### config.mk
export PLATFORM = sky130hd
export DESIGN_NAME = dac_spi_serializer
export DESIGN_NICKNAME = d
export VERILOG_FILES = /design/src/rtl/dac_spi_serializer.sv
export SDC_FILE = /design/constraint.sdc
export NUM_CORES = 1
export LEC_CHECK = 0
export BUFFER_PORTS_ARGS = -buffer_cell sky130_fd_sc_hd__buf_4
export CAP_MARGIN = 25
export CORE_MARGIN = 5
export CORE_UTILIZATION = 51
export DETAILED_ROUTE_END_ITERATION = 7
export PLACE_DENSITY = 0.7
export SKIP_LAST_GASP = 1
export SLEW_MARGIN = 20
export SYNTH_ARGS = -nofsm -noshare
export SYNTH_HDL_FRONTEND = slang
export SYNTH_SLANG_ARGS = --single-unit
### constraint.sdc
create_clock -name clk -period 3.55 [get_ports clk]
set_clock_uncertainty 0.2 [all_clocks]
set_input_delay 0.355 -clock clk [delete_from_list [all_inputs] [get_ports clk]]
set_output_delay 0.355 -clock clk [all_outputs]
set_load 0.02 [all_outputs]
### src/rtl/dac_spi_serializer.sv
// Serializes 12-bit DAC codes into 16-bit SPI frames with CS, SCLK, MOSI and LDAC sequencing.
// Define DAC_OVERRUN_CNT_EN to add the saturating overrun_cnt output.
module dac_spi_serializer #(
    parameter int unsigned SCLK_DIV   = 4,
    parameter logic [3:0]  CFG_NIBBLE = 4'b0011
) (
    input  logic        clk,
    input  logic        rst_n,
    input  logic        enable,
    input  logic        sample_en,
    input  logic [11:0] sample_in,
    output logic        spi_cs_n,
    output logic        spi_sclk,
    output logic        spi_mosi,
    output logic        ldac_n,
    output logic        busy,
    output logic        frame_done,
    output logic        overrun
`ifdef DAC_OVERRUN_CNT_EN
    ,
    output logic [15:0] overrun_cnt
`endif
);

    localparam logic [2:0] IDLE       = 3'd0;
    localparam logic [2:0] CS_SETUP   = 3'd1;
    localparam logic [2:0] SHIFT      = 3'd2;
    localparam logic [2:0] CS_HOLD    = 3'd3;
    localparam logic [2:0] LDAC_PULSE = 3'd4;

    localparam logic [7:0] DivLast = 8'(SCLK_DIV - 1);

    logic [2:0]  state_q, state_d;
    logic [7:0]  div_q, div_d;
    logic [4:0]  phase_q, phase_d;
    logic [15:0] shift_q, shift_d;
    logic        pend_valid_q, pend_valid_d;
    logic [11:0] pend_data_q, pend_data_d;
    logic        done_q, done_d;

    logic phase_end, accept, ldac_end, consume, direct;

    assign phase_end = (div_q == DivLast);
    assign accept    = enable & sample_en;
    assign ldac_end  = (state_q == LDAC_PULSE) & phase_end;
    assign consume   = ldac_end & pend_valid_q & enable;
    // A strobe landing on the final LDAC cycle with nothing pending starts the next frame directly.
    assign direct    = ldac_end & accept & ~pend_valid_q;

    always_comb begin
        state_d      = state_q;
        div_d        = 8'd0;
        phase_d      = phase_q;
        shift_d      = shift_q;
        done_d       = 1'b0;
        pend_valid_d = pend_valid_q;
        pend_data_d  = pend_data_q;
        overrun      = 1'b0;

        if (state_q != IDLE && !phase_end) begin
            div_d = div_q + 8'd1;
        end

        case (state_q)
            IDLE: begin
                if (accept) begin
                    shift_d = {CFG_NIBBLE, sample_in};
                    state_d = CS_SETUP;
                end
            end
            CS_SETUP: begin
                phase_d = 5'd0;
                if (phase_end) state_d = SHIFT;
            end
            SHIFT: begin
                // Even phases hold SCLK low, odd phases high; shift after each high phase.
                if (phase_end) begin
                    phase_d = phase_q + 5'd1;
                    if (phase_q[0]) shift_d = {shift_q[14:0], 1'b0};
                    if (phase_q == 5'd31) state_d = CS_HOLD;
                end
            end
            CS_HOLD: begin
                if (phase_end) state_d = LDAC_PULSE;
            end
            LDAC_PULSE: begin
                if (phase_end) begin
                    done_d = 1'b1;
                    if (consume) begin
                        shift_d = {CFG_NIBBLE, pend_data_q};
                        state_d = CS_SETUP;
                    end else if (direct) begin
                        shift_d = {CFG_NIBBLE, sample_in};
                        state_d = CS_SETUP;
                    end else begin
                        state_d = IDLE;
                    end
                end
            end
            default: state_d = IDLE;
        endcase

        if (!enable) begin
            pend_valid_d = 1'b0;
        end else if (accept && state_q != IDLE && !direct) begin
            pend_data_d  = sample_in;
            pend_valid_d = 1'b1;
            overrun      = pend_valid_q & ~consume;
        end else if (consume) begin
            pend_valid_d = 1'b0;
        end
    end

    always_ff @(posedge clk or negedge rst_n) begin
        if (!rst_n) begin
            state_q      <= IDLE;
            div_q        <= 8'd0;
            phase_q      <= 5'd0;
            shift_q      <= 16'd0;
            pend_valid_q <= 1'b0;
            pend_data_q  <= 12'd0;
            done_q       <= 1'b0;
        end else begin
            state_q      <= state_d;
            div_q        <= div_d;
            phase_q      <= phase_d;
            shift_q      <= shift_d;
            pend_valid_q <= pend_valid_d;
            pend_data_q  <= pend_data_d;
            done_q       <= done_d;
        end
    end

    assign busy       = (state_q != IDLE);
    assign spi_cs_n   = (state_q == IDLE) | (state_q == LDAC_PULSE);
    assign spi_sclk   = (state_q == SHIFT) & phase_q[0];
    assign spi_mosi   = ((state_q == CS_SETUP) | (state_q == SHIFT)) & shift_q[15];
    assign ldac_n     = (state_q != LDAC_PULSE);
    assign frame_done = done_q;

`ifdef DAC_OVERRUN_CNT_EN
    logic [15:0] ovr_cnt_q;

    always_ff @(posedge clk or negedge rst_n) begin
        if (!rst_n) begin
            ovr_cnt_q <= 16'd0;
        end else if (overrun && ovr_cnt_q != 16'hFFFF) begin
            ovr_cnt_q <= ovr_cnt_q + 16'd1;
        end
    end

    assign overrun_cnt = ovr_cnt_q;
`endif

endmodule
======== After elaboration in Yosys (flattened, before gate mapping) ========
Index checks and enable logic that the tools add are counted.
cells by class
  add/subtract/negate cells ............... 2
  equal/unequal tests ..................... 16
  mux-type cells .......................... 26
  bitwise logic cells ..................... 13
  reduce and logical (&&, ||, !) cells .... 13
operators by type and width
  kind                                                  number
  two-way mux 16 bit                                    6
  one-hot mux 16 bit (3 select lines)                   1
  two-way mux 3 bit                                     6
  one-hot mux 3 bit (5 select lines)                    1
  != test 2 bit (second input constant)                 7
  AND reduction 6 bit                                   2
  one-hot mux 5 bit (2 select lines)                    1
  AND 1 bit                                             9
  two-way mux 1 bit                                     9
  adder 8 x 1 -> 8 bit (second input constant)          1
  equality test 8 x 2 -> 1 bit (second input constant)  1
  two-way mux 8 bit                                     1
  equality test 3 x 2 -> 1 bit (second input constant)  2
  != test 3 bit (second input constant)                 2
  nonzero test 3 bit                                    2
  adder 5 x 1 -> 5 bit (second input constant)          1
  equality test 5 bit (second input constant)           1
  two-way mux 5 bit                                     1
  AND reduction 2 bit                                   2
  equality test 3 x 1 -> 1 bit (second input constant)  1
  equality test 3 bit (second input constant)           1
  logical AND 1 bit                                     3
  zero test 3 bit                                       1
  != test 3 x 1 -> 1 bit (second input constant)        1
  other kinds (4)                                       7
storage, ports and cells
  bits in registers ....................... 46
  output and inout port bits .............. 7

======== Longest topological paths before layout ========
  depth in word-level cells ............... 8
  depth in mapped cells ................... 7

======== Least setup slack after synthesis ========
Ideal clock, no wire load.
  path kind ............................... reg2reg
  start point ............................. register div_q[0]
  end point ............................... register shift_q[10]
  data arrival time ....................... 2.041 ns
  data required time ...................... 3.225 ns
  slack ................................... 1.183 ns
  cell stages (with the launch flop) ...... 8
  clock period less this slack ............ 2.367 ns
  path through ............................ dfrtp_1 -> ha_1 -> or3b_2 -> nor2_4 -> o2111a_1 -> buf_6 -> buf_12 -> mux2_4
between the ends
  cells in the longest elaborated chain, start to end .. 7
  elaborated cells on any way between the ends .. 13
RTL lines
  item                                 RTL line  text
  start, declared                      34        logic [7:0] div_q, div_d;
  start signal, assigned               125       div_q <= div_d;
  equality test 8 x 2 -> 1 bit *       43        assign phase_end = (div_q == DivLast);
  AND 1 bit                            45        assign ldac_end = (state_q == LDAC_PULSE) & phase_end;
  AND 1 bit (2 in series)              46        assign consume = ldac_end & pend_valid_q & enable;
  two-way mux 16 bit                   89        if (consume) begin
  two-way mux 16 bit                   87        if (phase_end) begin
  one-hot mux 16 bit (3 select lines)  64        case (state_q)
  end signal, assigned                 127       shift_q <= shift_d;
  end, declared                        36        logic [15:0] shift_q, shift_d;
Mark *: on every way between the ends. The rest lies on a longest branch, timed or not. The select of a mux whose other input is x is not followed.
A chain may end at the register's enable or synchronous reset.

======== Final worst setup path ========
  start point ............................. register div_q[0]
  end point ............................... register shift_q[1]
Same word-level chain as after synthesis.

==> results by stage <==
Yosys:
- The proportion of synthesized flip-flops having asynchronous set or reset is 1.00.
- By area the synthesized netlist is led by sky130_fd_sc_hd__dfrtp_1 (43%), sky130_fd_sc_hd__a221o_1 (8.3%), sky130_fd_sc_hd__mux2_4 (6.8%).
- The post-synthesis sequential area ratio is 0.432.
- The Yosys step of the flow raised 0 warnings.
- The number of distinct library cell variants in the gate-level netlist after synthesis is 46.
- Synthesis produced a netlist whose cell count is 239.
- The register bit total from synthesis is 46.
- Summed over all instances, the cell type with the most area after synthesis is sky130_fd_sc_hd__dfrtp_1.
- The proportion of netlist area held by the largest area contributor is 0.432.
- The combined area of all synthesized cells is 0.00267 mm².
- The number of synthesized flops with an enable pin is 0.
- Sorting the synthesized cells by how often they occur yields sky130_fd_sc_hd__dfrtp_1 (46), sky130_fd_sc_hd__a221o_1 (22), sky130_fd_sc_hd__and3_1 (18), sky130_fd_sc_hd__nor2_1 (16), sky130_fd_sc_hd__mux2_2 (15).
- The average footprint of a synthesized cell is 11.2 µm².
- The most common cell in the netlist is sky130_fd_sc_hd__dfrtp_1.
- The number of nets handed over by synthesis was 258.
- The most instantiated flip-flop cell in the synthesis netlist is sky130_fd_sc_hd__dfrtp_1.

Floorplanning:
- For this configuration, the core starts out at a cell density of 0.522.
- The die covers 0.00677 mm².
- The y dimension of the die is 82.3 µm.
- In this run the standard cell core region covers 0.00511 mm².
- The floorplan step set the die width to 82.3 µm.
- The cell row count is 26.
- The number of placed I/O pins is 23.

Cells and area:
- Once layout is complete, the cells apart from fillers number 331.
- For this run, the share of the core covered by cells in the final layout is 0.583.
- The area growth from synthesis to layout is 11.8%.
- Counting the fill cells in the layout gives 463.
- Of the cells placed in the final design, the portion with a size suffix greater than 1 is 0.276.
- Once layout is done, the placed cells without fillers occupy 0.00298 mm².
- 0 antenna diodes ended up in the layout.
- The total number of nets in the final design is 279.

Power:
- Internal power comes to 1.44 mW.
- Of the total power, combinational logic draws 0.438.
- The sequential group share of total power is 0.390.
- In this run the power spent charging and discharging nets is 784 µW.
- The leakage power is 1.37 nW.
- VDD sags by at most 0.000401 V.
- The share of total power dissipated in the clock network is 0.172.
- The power density of the placed cells is 746 mW/mm².
- The fraction of power spent switching nets is 0.353.
- The total chip power is 2.22 mW.

Detailed routing:
- The overall routed net length is 5430 µm.
- Using the TritonRoute via totals, the vias-per-cell ratio works out to 5.90.
- The routed length per placed instance is 16.4 µm.
- The post-detailed-route DRC marker count is 0.
- The iteration count of the initial detailed-routing pass is 4.
- The number of routed nets with antenna violations is 0.
- The starting DRC count in detailed routing is 101.
- The total via count in the routed design is 1954.

Place:
- The cell area after placement is 0.00286 mm².
- The half-perimeter wire length of the detailed placement result is 3700 µm.
- The post-placement worst setup slack is 0.955 ns.
- The count of input and output buffers is 22.
- The weighted congestion reported at the end of routability-driven placement is 0.808.
- Including well taps, the total number of placed cells is 322.

Timing:
- Dividing the final minimum period by the clock period gives 0.732.
- The max-slew violation count is 0.
- The worst hold slack across all endpoints is 0.109 ns.
- The final critical delay including setup and external delays is 2.60 ns.
- Derived from the worst setup path, the maximum achievable clock frequency is 385 MHz.
- Setup repair after global routing left no endpoint under its margin.
- The slew of the pin with the lowest slew margin is 0.949 ns.
- The final critical-path setup slack is 0.951 ns.
- The remaining max-slew budget at the tightest pin is 0.366.
- Setup violations remaining at the end of the flow were counted as 0.
- Summed over all failing endpoints, the final setup total negative slack is 0 ns.
- The number of hold-slack violations in the final timing report was 0.

Critical path:
- The destination of the worst register-to-register timing path is shift_q[1].
- The setup path with the least slack is of type flop to flop.
- For the worst setup path, the data arrival time is 2.58 ns.
- The register-to-register setup slack is 0.95 ns.
- The critical path data required time is 3.53 ns.
- The worst setup path is captured at a flop.
- The source of the worst register-to-register timing path is div_q[0].
- The type of element launching the critical path is a flop.
- Measured in cells, the most critical reg-to-reg path has a length of 6.
- The largest fanout on the critical path is 16.

Global route:
- For this run, the total global-route usage over all layers was measured as 0.179.
- The maximum number of pins on one net before global-route repair is 47.
- The number of antenna violations at the first check in global routing came to 0.
- For this run the aggregate overflow at the end of global routing stands at 0.
- The first global-routing pass estimated 9220 µm of wire.
- The via count of the first global-routing pass is 1925.

Clock tree:
- The H-tree depth reported by CTS is 2.
- The clock tree buffer depth is 2.
- Clock tree synthesis inserted a total of 5 buffers.
- The later pin in the worst-skew pair is clocked with a latency of 0.30 ns.
- The tree is rooted in a sky130_fd_sc_hd__clkbuf_8.
- The clock net sink count is 46.
- The clock edge transition at the registers on the reported setup and hold paths is 0.09 ns.
- TritonCTS built the clock tree.

Min path:
- For hold timing, the worst endpoint is pend_data_q[9].
- Along the worst hold path, the cell count comes to 2.
- The startpoint identified for the worst hold timing path is sample_in[9].
- The tightest min-delay check is of the input port to flop type.

Run:
- Across the run, the number of max-cap violations was 0.

Run status:
- The flow ran to the end, and the final reports show no timing, DRC or antenna violations.
## area by class of cell
class	instances	area (µm²)	area share
Clock buffer	7	76.3	0.0256
Inverter	9	33.8	0.0113
Clock inverter	1	30.0	0.0101
Tap cell	70	87.6	0.0294
Multi-Input combinational cell	169	1380	0.464
Timing Repair Buffer	29	218	0.0731
Sequential cell	46	1150	0.386
## registers in the layout, summed over array words and instances (netlist names)
signal / count
div_q: 8
pend_data_q: 12
pend_valid_q: 1
state_q: 3
frame_done: 1
phase_q: 5
shift_q: 16
## power groups by stage
stage	Clock [mW]	Sequential (mW)	Combinational, mW
after CTS	0.400	0.868	0.983
after detailed placement	0	0.878	0.980
final	0.383	0.867	0.973
after global routing	0.424	0.895	1.07
after global placement	0	0.870	0.957
after floorplan	0	0.803	0.863
## metal layers
metal / track usage / vias to the layer above / routed length (µm)
met5: 0 / - / 0
met4: 0.0714 / 0 / 97
met3: 0.0423 / 8 / 219
met2: 0.289 / 36 / 2560
met1: 0.231 / 971 / 2560
li1: - / 939 / -
## kinds of logic after synthesis
| family | after synthesis | share of synthesized area |
|---|---|---|
| muxes | 30 | 0.142 |
| adders and majority gates | 3 | 0.0141 |
| xor gates and xnor gates | 9 | 0.0296 |
| and+or+nand+nor | 73 | 0.165 |
| buffers and inverters | 24 | 0.0493 |
| AOI/OAI and AO/OA | 54 | 0.168 |
| DFF | 46 | 0.432 |
## timing repair
item / CTS / global route
buffers inserted: 0 / 0
resized for setup: 0 / 0
hold buffers: 1 / 0
endpoints found under the hold margin: 46 / 0
## critical path, cell delays in order (launching register included)
cell and delay, ns:
sky130_fd_sc_hd__dfrtp_1 0.41, sky130_fd_sc_hd__ha_1 0.26, sky130_fd_sc_hd__or3b_2 0.55, sky130_fd_sc_hd__nor2_4 0.19
sky130_fd_sc_hd__o2111a_1 0.22, sky130_fd_sc_hd__buf_4 0.28, sky130_fd_sc_hd__mux2_2 0.37
## layout by cell type (no fill, tap or decap), drive strengths merged, types with 5 or more instances in the layout
cell type / netlist / layout
xor2: 6 / 6
nand3: 10 / 10
a221o: 22 / 22
mux2: 27 / 27
a21oi: 7 / 7
buf: 10 / 28
nor2: 18 / 18
inv: 8 / 8
and3: 18 / 18
and2: 12 / 12
nand2: 7 / 7
dfrtp: 46 / 46
clkbuf: 5 / 7
o22ai: 5 / 5
## worst max path at each step
stage / from / endpoint / cells after the start / slack (ns)
2_1_floorplan: div_q[0] / shift_q[10] / 7 / 1.18
3_3_place_gp: state_q[0] / shift_q[2] / 4 / 0.90
3_5_place_dp: div_q[0] / shift_q[0] / 6 / 0.96
4_1_cts: state_q[2] / spi_sclk / 5 / 0.91
5_1_grt: state_q[2] / spi_sclk / 5 / 0.76
6_report: div_q[0] / shift_q[1] / 6 / 0.95
Power figures use the tool's default switching activity.
